<file path="config.mk">
export PLATFORM = sky130hd
export DESIGN_NAME = alu_share_arbiter
export DESIGN_NICKNAME = d
export VERILOG_FILES = /design/src/rtl/alu_pkg.sv /design/src/rtl/alu.sv /design/src/rtl/rr_arbiter.sv /design/src/rtl/alu_share_arbiter.sv
export SDC_FILE = /design/constraint.sdc
export NUM_CORES = 1
export LEC_CHECK = 0
export ABC_AREA = 1
export BUFFER_PORTS_ARGS = -buffer_cell sky130_fd_sc_hd__clkbuf_2
export CAP_MARGIN = 20
export CORE_ASPECT_RATIO = 0.7
export CORE_MARGIN = 2
export CORE_UTILIZATION = 55
export DETAILED_ROUTE_END_ITERATION = 16
export GPL_TIMING_DRIVEN = 0
export PLACE_DENSITY = 0.79
export SYNTH_ARGS = -nofsm -noshare
export SYNTH_HDL_FRONTEND = slang
export SYNTH_SLANG_ARGS = --single-unit
export TNS_END_PERCENT = 30
</file>
<file path="constraint.sdc">
create_clock -name clk -period 16.5 [get_ports clk]
set_input_delay 0.825 -clock clk [delete_from_list [all_inputs] [get_ports clk]]
set_output_delay 0.825 -clock clk [all_outputs]
set_load 0.005 [all_outputs]
</file>
<file path="src/rtl/alu_pkg.sv">
// alu_pkg: shared ALU op-codes, data widths and arbiter state encoding
package alu_pkg;
  localparam int DATA_W = 8;
  localparam int OP_W = 4;
  localparam logic [OP_W-1:0] ALU_ADD  = 4'b0000;
  localparam logic [OP_W-1:0] ALU_SUB  = 4'b0001;
  localparam logic [OP_W-1:0] ALU_MUL  = 4'b0010;
  localparam logic [OP_W-1:0] ALU_DIV  = 4'b0011;
  localparam logic [OP_W-1:0] ALU_SHL  = 4'b0100;
  localparam logic [OP_W-1:0] ALU_SHR  = 4'b0101;
  localparam logic [OP_W-1:0] ALU_ROL  = 4'b0110;
  localparam logic [OP_W-1:0] ALU_ROR  = 4'b0111;
  localparam logic [OP_W-1:0] ALU_AND  = 4'b1000;
  localparam logic [OP_W-1:0] ALU_OR   = 4'b1001;
  localparam logic [OP_W-1:0] ALU_XOR  = 4'b1010;
  localparam logic [OP_W-1:0] ALU_NOR  = 4'b1011;
  localparam logic [OP_W-1:0] ALU_NAND = 4'b1100;
  localparam logic [OP_W-1:0] ALU_XNOR = 4'b1101;
  localparam logic [OP_W-1:0] ALU_GT   = 4'b1110;
  localparam logic [OP_W-1:0] ALU_EQ   = 4'b1111;
  localparam logic [0:0] ST_ARB    = 1'b0;
  localparam logic [0:0] ST_LOCKED = 1'b1;
  function automatic logic is_div_zero(input logic [OP_W-1:0] op, input logic [DATA_W-1:0] b);
    return op == ALU_DIV && b == '0;
  endfunction
endpackage

</file>
<file path="src/rtl/alu.sv">
// alu: 8-bit combinational ALU; CarryOut is always the carry of A+B
module alu
  import alu_pkg::*;
(
  input  logic [DATA_W-1:0] A,
  input  logic [DATA_W-1:0] B,
  input  logic [OP_W-1:0]   ALU_Sel,
  output logic [DATA_W-1:0] ALU_Out,
  output logic              CarryOut
);
  logic [DATA_W:0] w_sum;
  assign w_sum = {1'b0, A} + {1'b0, B};
  assign CarryOut = w_sum[DATA_W];
  always_comb begin
    ALU_Out = '0;
    case (ALU_Sel)
      ALU_ADD:  ALU_Out = A + B;
      ALU_SUB:  ALU_Out = A - B;
      ALU_MUL:  ALU_Out = A * B;
      ALU_DIV:  ALU_Out = A / B;
      ALU_SHL:  ALU_Out = A << 1;
      ALU_SHR:  ALU_Out = A >> 1;
      ALU_ROL:  ALU_Out = {A[DATA_W-2:0], A[DATA_W-1]};
      ALU_ROR:  ALU_Out = {A[0], A[DATA_W-1:1]};
      ALU_AND:  ALU_Out = A & B;
      ALU_OR:   ALU_Out = A | B;
      ALU_XOR:  ALU_Out = A ^ B;
      ALU_NOR:  ALU_Out = ~(A | B);
      ALU_NAND: ALU_Out = ~(A & B);
      ALU_XNOR: ALU_Out = ~(A ^ B);
      ALU_GT:   ALU_Out = {{(DATA_W-1){1'b0}}, A > B};
      ALU_EQ:   ALU_Out = {{(DATA_W-1){1'b0}}, A == B};
      default:  ALU_Out = '0;
    endcase
  end
endmodule

</file>
<file path="src/rtl/rr_arbiter.sv">
// rr_arbiter: one-hot grant to the first requester at or after the pointer, searching cyclically
module rr_arbiter #(
  parameter int N = 4,
  localparam int PW = $clog2(N)
) (
  input  logic [N-1:0]  i_req,
  input  logic [PW-1:0] i_ptr,
  input  logic          i_en,
  output logic [N-1:0]  o_grant
);
  // Walk offsets from farthest to nearest so the nearest valid requester wins
  always_comb begin
    o_grant = '0;
    for (int k = N - 1; k >= 0; k--)
      if (i_en && i_req[(int'(i_ptr) + k) % N]) o_grant = N'(1) << ((int'(i_ptr) + k) % N);
  end
endmodule

</file>
<file path="src/rtl/alu_share_arbiter.sv">
// alu_share_arbiter: round-robin sharing of one alu between N requesters with
// an optional bounded lock and a single registered, id-tagged response channel
module alu_share_arbiter
  import alu_pkg::*;
#(
  parameter int N = 4,
  parameter int IDW = 2,
  parameter int LOCK_MAX = 4
) (
  input  logic              clk,
  input  logic              rst_n,
  input  logic [N-1:0]      req_valid,
  input  logic [N-1:0]      req_lock,
  input  logic [N*8-1:0]    req_a,
  input  logic [N*8-1:0]    req_b,
  input  logic [N*4-1:0]    req_op,
  output logic [N-1:0]      req_ready,
  output logic              resp_valid,
  input  logic              resp_ready,
  output logic [7:0]        resp_result,
  output logic              resp_carry,
  output logic              resp_err,
  output logic [IDW-1:0]    resp_id
);
  localparam int PW = $clog2(N);
  localparam int CW = $clog2(LOCK_MAX + 1);
  logic              r_resp_valid, r_resp_carry, r_resp_err;
  logic [DATA_W-1:0] r_resp_result;
  logic [IDW-1:0]    r_resp_id, r_owner;
  logic [PW-1:0]     r_ptr;
  logic [0:0]        r_state;
  logic [CW-1:0]     r_cnt;
  logic              w_can, w_acc, w_lock, w_dz, w_alu_co;
  logic [N-1:0]      w_arb_grant, w_grant;
  logic [IDW-1:0]    w_idx;
  logic [PW-1:0]     w_nxt;
  logic [DATA_W-1:0] w_a, w_b, w_alu_out;
  logic [OP_W-1:0]   w_op;
  rr_arbiter #(.N(N)) u_rr (
    .i_req  (req_valid),
    .i_ptr  (r_ptr),
    .i_en   (r_state == ST_ARB),
    .o_grant(w_arb_grant)
  );
  // While locked the owner holds the grant even with its valid low
  assign w_grant = (r_state == ST_LOCKED) ? N'(1) << r_owner : w_arb_grant;
  assign w_can = !r_resp_valid || resp_ready;
  assign req_ready = {N{rst_n && w_can}} & w_grant;
  assign w_acc = |(req_valid & req_ready);
  always_comb begin
    w_idx = '0;
    for (int k = 0; k < N; k++)
      if (w_grant[k]) w_idx = IDW'(k);
  end
  assign w_nxt = (w_idx == IDW'(N - 1)) ? '0 : PW'(w_idx + IDW'(1));
  assign w_lock = req_lock[w_idx];
  assign w_a = req_a[w_idx*DATA_W +: DATA_W];
  assign w_b = req_b[w_idx*DATA_W +: DATA_W];
  assign w_op = req_op[w_idx*OP_W +: OP_W];
  assign w_dz = is_div_zero(w_op, w_b);
  alu u_alu (
    .A       (w_a),
    .B       (w_b),
    .ALU_Sel (w_op),
    .ALU_Out (w_alu_out),
    .CarryOut(w_alu_co)
  );
  always_ff @(posedge clk or negedge rst_n) begin
    if (!rst_n) begin
      r_resp_valid  <= 1'b0;
      r_resp_result <= '0;
      r_resp_carry  <= 1'b0;
      r_resp_err    <= 1'b0;
      r_resp_id     <= '0;
    end else if (w_acc) begin
      r_resp_valid  <= 1'b1;
      r_resp_result <= w_dz ? '1 : w_alu_out;
      r_resp_carry  <= w_op == ALU_ADD && w_alu_co;
      r_resp_err    <= w_dz;
      r_resp_id     <= w_idx;
    end else if (resp_ready) begin
      r_resp_valid  <= 1'b0;
    end
  end
  // In LOCKED, w_idx is the owner, so w_nxt is owner+1 on every exit path
  always_ff @(posedge clk or negedge rst_n) begin
    if (!rst_n) begin
      r_ptr   <= '0;
      r_state <= ST_ARB;
      r_owner <= '0;
      r_cnt   <= '0;
    end else if (r_state == ST_ARB) begin
      if (w_acc) begin
        r_ptr <= w_nxt;
        if (w_lock && LOCK_MAX > 1) begin
          r_state <= ST_LOCKED;
          r_owner <= w_idx;
          r_cnt   <= CW'(1);
        end
      end
    end else if (w_acc && w_lock && int'(r_cnt) + 1 < LOCK_MAX) begin
      r_cnt <= r_cnt + CW'(1);
    end else if (w_acc || !(w_lock || req_valid[r_owner])) begin
      r_state <= ST_ARB;
      r_ptr   <= w_nxt;
    end
  end
  assign resp_valid  = r_resp_valid;
  assign resp_result = r_resp_result;
  assign resp_carry  = r_resp_carry;
  assign resp_err    = r_resp_err;
  assign resp_id     = r_resp_id;
endmodule

</file>
After elaboration in Yosys (flattened, before gate mapping) --
Index checks and enable logic that the tools add are counted.
Word-level totals: bits in registers 21, bits in latches 0, RAM bits 0, bits in read-only memories 0, input port bits 91, output and inout bits 17, word-level logic and storage cells 135, memories kept 0
Cells by class: add/subtract/negate cells 9, multiply operators 1, divide/modulo/power cells 1, order comparisons 8, equality and inequality tests 20, shift operators 8, muxes and demuxes 41, bitwise logic cells 12, reductions and logical operators 26
Operator list (count):
- $pmux W8 S16 | 1
- $shl A1 B32 Y4 const A | 3
- $shiftx A32 B6 Y8 | 2
- $eq A4 B4 Y1 const B | 8
- $not A8 Y8 | 3
- $mux W4 | 5
- $mux W1 | 17
- $eq A4 B3 Y1 const B | 4
- $shiftx A16 B5 Y4 | 1
- $mux W2 | 7
- $bmux W1 S2 | 6
- $lt A3 B4 Y1 const B | 3
- $mux W3 | 4
- $add A8 B8 Y9 | 1
- $logic_and A1 B1 Y1 | 9
- $lt A2 B3 Y1 const B | 3
- $reduce_and A3 Y1 | 3
- $add A8 B8 Y8 | 1
- $and A4 B4 Y4 | 2
- $and A8 B8 Y8 | 1
- $div A8 B8 Y8 | 1
- $eq A4 B2 Y1 const B | 2
- $eq A8 B8 Y1 | 1
- $gt A8 B8 Y1 | 1
- other kinds (24) | 37

Longest topological paths before layout --
Gate-level depths: netlist of the first run.
word-level depth 23, mapped depth 98, depth with buffers taken out 96

Hierarchy --
A second synthesis of the first run with hierarchy kept.
Second synthesis, totals: cell total of the unflattened synthesis 1058, area total of the unflattened synthesis 6560.0 sq um
By module, submodules not included:
- alu | times used 1, cells each 663, area an instance 4145.2 sq um, seq. area each 0.0 sq um
- alu_share_arbiter | times used 1, cells each 325, area an instance 2026.9 sq um, seq. area each 525.5 sq um
- rr_arbiter | times used 1, cells each 70, area an instance 387.9 sq um, seq. area each 0.0 sq um

Worst setup path after synthesis of the first run --
Ideal clock, no wire load.
path kind in2reg, start point in req_valid[3], end point reg r_resp_result[0] (netlist: resp_result[0]), setup time 131 ps, arrival time 11577 ps, required time 16369 ps, setup slack 4792 ps, stages on the path 90, path buffers 3, cell sequence nand2_1 nand2_1 nor2_1 nor2_2 inv_2 or2_0 nand2_2 nand3_4 nand2_4 buf_6 buf_4 nor2_1 nor2_1 o21ai_0 nand2_1 inv_1 ha_1 inv_1 [54 not listed] o21bai_1 nand2_1 nand2_1 nand2_1 clkbuf_1 o21ai_0 ha_1 a21oi_1 nor2_1 o21a_1 o21ai_0 nand2_1 a21oi_1 nor2_1 a211oi_1 o221ai_1 a21oi_1 a31oi_1
On the way: cells in the longest elaborated chain, start to end 17, elaborated cells on any way between the ends 61, those cells by class add/sub (2); mul (1); div (1); order compare (1); eq/ne (16); shift (3); mux (21); bitwise (8); reduce/logical (8)
RTL lines:
- start, declared | RTL line alu_share_arbiter.sv:12 | input logic [N-1:0] req_valid,
- parallel branches: the longest is 17 deep, another holds $mux W4
- end signal, assigned | RTL line alu_share_arbiter.sv:77 | r_resp_result <= w_dz ? '1 : w_alu_out;
- end, declared | RTL line alu_share_arbiter.sv:28 | logic [DATA_W-1:0] r_resp_result;
Parallel ways; which one is timed is not known. The select of a mux whose other input is x is not followed. A chain may end at the register's enable or synchronous reset.

Worst setup path in the final report of the first run --
start point reg r_ptr[0], end point reg r_resp_result[0] (netlist: resp_result[0])
On the way: cells in the longest elaborated chain, start to end 18, elaborated cells on any way between the ends 74, those cells by class add/sub (5); mul (1); div (1); order compare (1); eq/ne (16); shift (7); mux (21); bitwise (11); reduce/logical (11)
RTL lines:
- start, declared | RTL line alu_share_arbiter.sv:30 | logic [PW-1:0] r_ptr;
- start signal, assigned | RTL line alu_share_arbiter.sv:94 | r_ptr <= w_nxt;
- start signal, assigned | RTL line alu_share_arbiter.sv:105 | r_ptr <= w_nxt;
- $add A2 B2 Y2 | RTL line rr_arbiter.sv:15 | if (i_en && i_req[(int'(i_ptr) + k) % N]) o_grant = N'(1) << ((int'(i_ptr) + k) % N);
- $bmux W1 S2 | RTL line rr_arbiter.sv:15
- $mux W1 (implied by the code) (2 in series) | RTL line rr_arbiter.sv:15
- $logic_and A1 B1 Y1 | RTL line rr_arbiter.sv:15
- $mux W4 (3 in series) | RTL line rr_arbiter.sv:15
- $mux W4 (*) | RTL line rr_arbiter.sv:15
- $mux W4 (*) | RTL line alu_share_arbiter.sv:46 | assign w_grant = (r_state == ST_LOCKED) ? N'(1) << r_owner : w_arb_grant;
- parallel branches: the longest is 8 deep, another holds $div A8 B8 Y8
Mark *: on every way between the ends. The select of a mux whose other input is x is not followed.

==> impl_metrics.env, run 1 <==
export IMPL_synth_xor_area_frac=0.0390
export IMPL_final_nets=1274
export IMPL_wl_microns=19600
export IMPL_synth_warnings=0
export IMPL_initial_core_util=0.573
export IMPL_n_antenna_cell=0
export IMPL_critPathLaunchType="register"
export IMPL_first_pass_iters=6
export IMPL_drv_slew=0
export IMPL_cts_num_sinks=21
export IMPL_rsz0062_at_grt="no"
export IMPL_core_area_sq_um=10500
export IMPL_crit_path_top_delay_cell="dfrtp_1"
export IMPL_async_reset_ff_frac=1.00
export IMPL_cpPeakStageDelay_ns=0.59
export IMPL_min_period_ns=15.11
export IMPL_syn_inst=968
export IMPL_final_util=0.648
export IMPL_final_cell_area_sq_um=6780
export IMPL_area_delta_synth_final_pct=13.0
export IMPL_post_synth_top_area_fraction=0.186
export IMPL_min_path_type="register to register"
export IMPL_ctsHoldBuffers=0
export IMPL_drcViolationCount=0
export IMPL_crit_buf_inv=13
export IMPL_yosys_cell_types_count=51
export IMPL_maxCapViolCount=0
export IMPL_io_buffers=107
export IMPL_synth_area_leaders="ha_1, nand2_1, dfrtp_1, inv_1, nor2_1"
export IMPL_h_tree_depth=1
export IMPL_ctsResizeCount=0
export IMPL_grt_max_degree=23
export IMPL_drtIter0Drc=876
export IMPL_synthSimpleGateAreaFrac=0.347
export IMPL_hold_violations=0
export IMPL_syn_area_sq_um=6000
export IMPL_dp_hpwl_microns=16200
export IMPL_cts_buffers=3
export IMPL_skew_ns=0.00306
export IMPL_clk_path_buf_depth=2
export IMPL_rows=31
export IMPL_routedWlPerCell_microns=16.2
export IMPL_regToRegSetupSlack_ns=1.39
export IMPL_cp_common_cell="nand2_1"
export IMPL_gp_routability_congestion=0.993
export IMPL_synth_mux_area_frac=0.00334
export IMPL_worstPathArrival_ns=15.24
export IMPL_setup_violations=0
export IMPL_status="complete, no violations"
export IMPL_placedInstanceArea_sq_um=6700
export IMPL_required_ns=16.63
export IMPL_clk_latency_ns=0.25
export IMPL_die_h_microns=91.4
export IMPL_path_class="register to register"
export IMPL_synth_compound_area_frac=0.178
export IMPL_clock_fmax_ghz=0.0662
export IMPL_worstMarginPinSlew_ns=0.694
export IMPL_syn_nets=1162
export IMPL_chipWidth_microns=129
export IMPL_dieArea_sq_um=11800
export IMPL_cts_setup_buffers=0
export IMPL_synthAdderAreaFrac=0.232
export IMPL_fin_tns_setup_ns=0
export IMPL_grt_pass1_wl_microns=31900
export IMPL_cts_tree="built"
export IMPL_antenna_found_initial=0
export IMPL_route_vias_total=6919
export IMPL_critPathTopFamily="simple AND/OR/NAND/NOR gates"
export IMPL_ios=108
export IMPL_grt_pass1_vias=6236
export IMPL_root_buffer="clkbuf_16"
export IMPL_clkTransAtPathRegs_ns=0.06
export IMPL_max_slew_margin_rel=0.537
export IMPL_grt_total_usage=0.337
export IMPL_fin_crit_sh=0.916
export IMPL_fin_hold_ws_ns=0.504
export IMPL_grt_overflow_total=0
export IMPL_cp_end_kind="register"
export IMPL_antenna_left=0
export IMPL_synth_avg_cell_area_sq_um=6.20
export IMPL_synth_main_ff_cell="dfrtp_1"
export IMPL_routed_via_density=5.71
export IMPL_synth_top_cell_by_area="ha_1"
export IMPL_layout_drive_gt1_share=0.177
export IMPL_synth_top_family_by_area="simple AND/OR/NAND/NOR gates"
export IMPL_synth_seq_cells=21
export IMPL_yosysSeqAreaShare=0.0876
export IMPL_synth_edf_count=0
export IMPL_path_max_fanout=12
stage by stage:
step / cells / setup WS, ns
3_5_place_dp: 1207 / 1.80
6_report: 1211 / 1.39
4_1_cts: 1211 / 1.75
3_3_place_gp: 1207 / 2.08
2_1_floorplan: 968 / 4.79
5_1_grt: 1211 / 0.0232
layout make-up:
class                      count  area (sq um)
buffer                        16           111
multi-input combinational    781          4800
clock buffer                   3          75.1
clock inverter                 1          5.00
inverter                     150           563
fill                        1018          3690
tap                          132           165
timing repair buffer         107           536
sequential                    21           526
cell usage after synthesis, types with 6 or more instances:
library cell and instances:
inv_2 16, o22ai_1 12, fa_1 14, o31ai_1 8, xnor2_1 6, nand3b_1 6, nor2_2 7, nand2_1 231
o21ai_1 16, or2_2 8, inv_1 134, a31oi_1 11, a21oi_1 49, nor2_1 94, nand2_2 21, o21ai_0 61
nor3_1 11, ha_1 89, nand3_1 61, xor2_1 18, dfrtp_1 21
worst reg2reg max path: cells and delay by family (launching register included):
kind	cells	cell delay (ns)
compound gates	30	4.63
simple gates	41	4.93
flops	1	0.59
buf+inv	13	1.92
fa+ha+maj	9	2.92
layout by cell type, fill, tap and decap left out, drive strengths merged, types with 18 or more instances in the layout:
master  count
nand2     256
inv       150
clkbuf    116
nor2      104
ha         89
o21ai      81
nand3      66
a21oi      50
dfrtp      21
xor2       18
kinds of logic (layout without fill, tap and decap cells):
family	count (synthesis)	after routing
simple gates	465	465
compound gates	186	186
buf+inv	166	277
fa+ha+maj	103	103
xor+xnor	25	25
flops	21	21
mux	2	2
flip-flops by register name, indices dropped and copies added (netlist names), 2 cells and up:
register	count
r_cnt	3
r_owner	2
r_ptr	2
resp_id	2
resp_result	8
final timing paths:
check,from,cells after the start,end
hold reg to reg,resp_id[1]$_DFFE_PN0P_,2,resp_id[1]$_DFFE_PN0P_
max in group asynchronous,rst_n,1,resp_result[7]$_DFFE_PN0P_
min in group asynchronous,rst_n,1,resp_id[1]$_DFFE_PN0P_
setup reg to reg,r_ptr[0]$_DFFE_PN0P_,93,resp_result[0]$_DFFE_PN0P_
setup / recovery,r_ptr[0]$_DFFE_PN0P_,93,resp_result[0]$_DFFE_PN0P_
hold / removal,resp_id[1]$_DFFE_PN0P_,2,resp_id[1]$_DFFE_PN0P_
metal layers:
layer | global-route usage | wire [microns] | vias to the layer above
li1 | - | - | 3392
met3 | 0.0542 | 2230 | 21
met4 | 0.0426 | 196 | 0
met1 | 0.535 | 9350 | 3141
met2 | 0.483 | 7810 | 365
met5 | 0 | 0 | -
Power of run 1 is not shown: default switching activity piles up to over one toggle a cycle in this logic, so the estimate is an artifact.
==> run 2: changes to the inputs <==
Settings changed: CELL_PAD_IN_SITES_DETAIL_PLACEMENT set to 0, CELL_PAD_IN_SITES_GLOBAL_PLACEMENT set to 2, CORE_UTILIZATION 55 to 31, PLACE_DENSITY 0.79 to unset, PLACE_DENSITY_LB_ADDON set to 0.1.
==> impl_metrics.env, run 2 (synthesis gave the netlist of run 1 again) <==
export IMPL_status="complete, no violations"
export IMPL_drtIter0Drc=503
export IMPL_worstMarginPinSlew_ns=0.779
export IMPL_fin_tns_setup_ns=0
export IMPL_nFillCells=2166
export IMPL_rr_worst_depth=96
export IMPL_final_nets=1274
export IMPL_drv_slew=0
export IMPL_gp_routability_congestion=0.850
export IMPL_io_buffers=107
export IMPL_first_pass_iters=5
export IMPL_core_area_sq_um=18900
export IMPL_min_period_ns=14.72
export IMPL_holdPathEnd="resp_carry$_DFFE_PN0P_"
export IMPL_routed_via_density=4.91
export IMPL_routedWlPerCell_microns=17.2
export IMPL_path_class="register to register"
export IMPL_cts_tree="built"
export IMPL_skew_ns=0.00285
export IMPL_worstPathArrival_ns=14.85
export IMPL_grt_max_degree=23
export IMPL_dp_hpwl_microns=19100
export IMPL_cp_common_cell="nand2_1"
export IMPL_setup_violations=0
export IMPL_chipWidth_microns=170
export IMPL_regToRegSetupSlack_ns=1.78
export IMPL_drcViolationCount=0
export IMPL_mostFrequentLayoutCell="nand2_1"
export IMPL_cts_buffers=3
export IMPL_layout_drive_gt1_share=0.178
export IMPL_min_from="resp_carry$_DFFE_PN0P_"
export IMPL_n_antenna_cell=0
export IMPL_grt_overflow_total=0
export IMPL_route_vias_total=6481
export IMPL_grt_pass1_vias=6045
export IMPL_r2r_end="resp_result[0]$_DFFE_PN0P_"
export IMPL_clock_fmax_ghz=0.0679
export IMPL_antenna_left=0
export IMPL_holdPathStages=2
export IMPL_cts_num_sinks=21
export IMPL_dieArea_sq_um=20500
export IMPL_h_tree_depth=1
export IMPL_ios=108
export IMPL_root_buffer="clkbuf_16"
export IMPL_cp_end_kind="register"
export IMPL_area_delta_synth_final_pct=15.4
export IMPL_clk_latency_ns=0.25
export IMPL_required_ns=16.63
export IMPL_crit_path_top_delay_cell="dfrtp_1"
export IMPL_grt_total_usage=0.223
export IMPL_clk_path_buf_depth=2
export IMPL_antenna_found_initial=0
export IMPL_grt_pass1_wl_microns=35200
export IMPL_rsz0062_at_grt="no"
export IMPL_hold_violations=0
export IMPL_cts_setup_buffers=0
export IMPL_wl_microns=22800
export IMPL_die_h_microns=120
export IMPL_fin_crit_sh=0.892
export IMPL_r2r_start="r_ptr[0]$_DFFE_PN0P_"
export IMPL_max_slew_margin_rel=0.480
export IMPL_initial_core_util=0.317
export IMPL_maxCapViolCount=0
export IMPL_ctsHoldBuffers=0
export IMPL_critPathLaunchType="register"
export IMPL_clkTransAtPathRegs_ns=0.06
export IMPL_cpPeakStageDelay_ns=0.64
export IMPL_largest_reg_flops=8
export IMPL_layout_common_cells="nand2_1, inv_1, clkbuf_2"
export IMPL_ctsResizeCount=0
export IMPL_rows=42
export IMPL_min_path_type="register to register"
export IMPL_path_max_fanout=12
run 2: worst max path at each step:
| stage | startpoint | slack [ns] | end | cells after the start |
|---|---|---|---|---|
| finish | r_ptr[0]$_DFFE_PN0P_ | 1.78 | resp_result[0]$_DFFE_PN0P_ | 96 |
| global route | r_ptr[0]$_DFFE_PN0P_ | 0.06 | resp_result[0]$_DFFE_PN0P_ | 96 |
| CTS | r_ptr[0]$_DFFE_PN0P_ | 1.23 | resp_result[0]$_DFFE_PN0P_ | 93 |
| detailed placement | r_ptr[0]$_DFFE_PN0P_ | 1.27 | resp_result[0]$_DFFE_PN0P_ | 93 |
| global placement | r_ptr[0]$_DFFE_PN0P_ | 1.05 | resp_result[0]$_DFFE_PN0P_ | 94 |
| floorplan | req_valid[3] | 4.79 | resp_result[0]$_DFFE_PN0P_ | 90 |
run 2: metrics by stage:
step | cell area [sq um] | setup WS (ns) | util | cells | hold WS, ns
after floorplan | 6000 | 4.79 | - | 968 | 0.471
after global placement | 6840 | 1.05 | 0.362 | 1317 | 0.474
after detailed placement | 6840 | 1.27 | 0.362 | 1317 | 0.470
after CTS | 6920 | 1.23 | 0.366 | 1321 | 0.483
after global routing | 6930 | 0.0553 | 0.366 | 1321 | 0.532
final | 6930 | 1.78 | 0.366 | 1321 | 0.482
run 2: worst max-delay path, delay by kind of cell (launching register included):
family	cells	cell delay, ns
compound gates	28	4.21
fa+ha+maj	9	2.78
buf+inv	15	2.04
flops	1	0.64
simple gates	44	4.81
run 2: routing by layer:
metal,share of wire,up-vias,track usage
li1,-,3378,-
met1,0.58,2913,0.384
met2,0.37,184,0.296
met3,0.055,6,0.0229
met4,0.0026,0,0.0118
met5,0,-,0
run 2: layout make-up:
class	instances	area [sq um]	share of cell area
Buffer	16	111	0.0161
Clock buffer	4	78.8	0.0114
Inverter	150	563	0.0813
Multi-Input combinational cell	781	4810	0.694
Sequential cell	21	526	0.0759
Tap cell	242	303	0.0437
Timing Repair Buffer	107	536	0.0773
Power of run 2 is left out for the same reason.
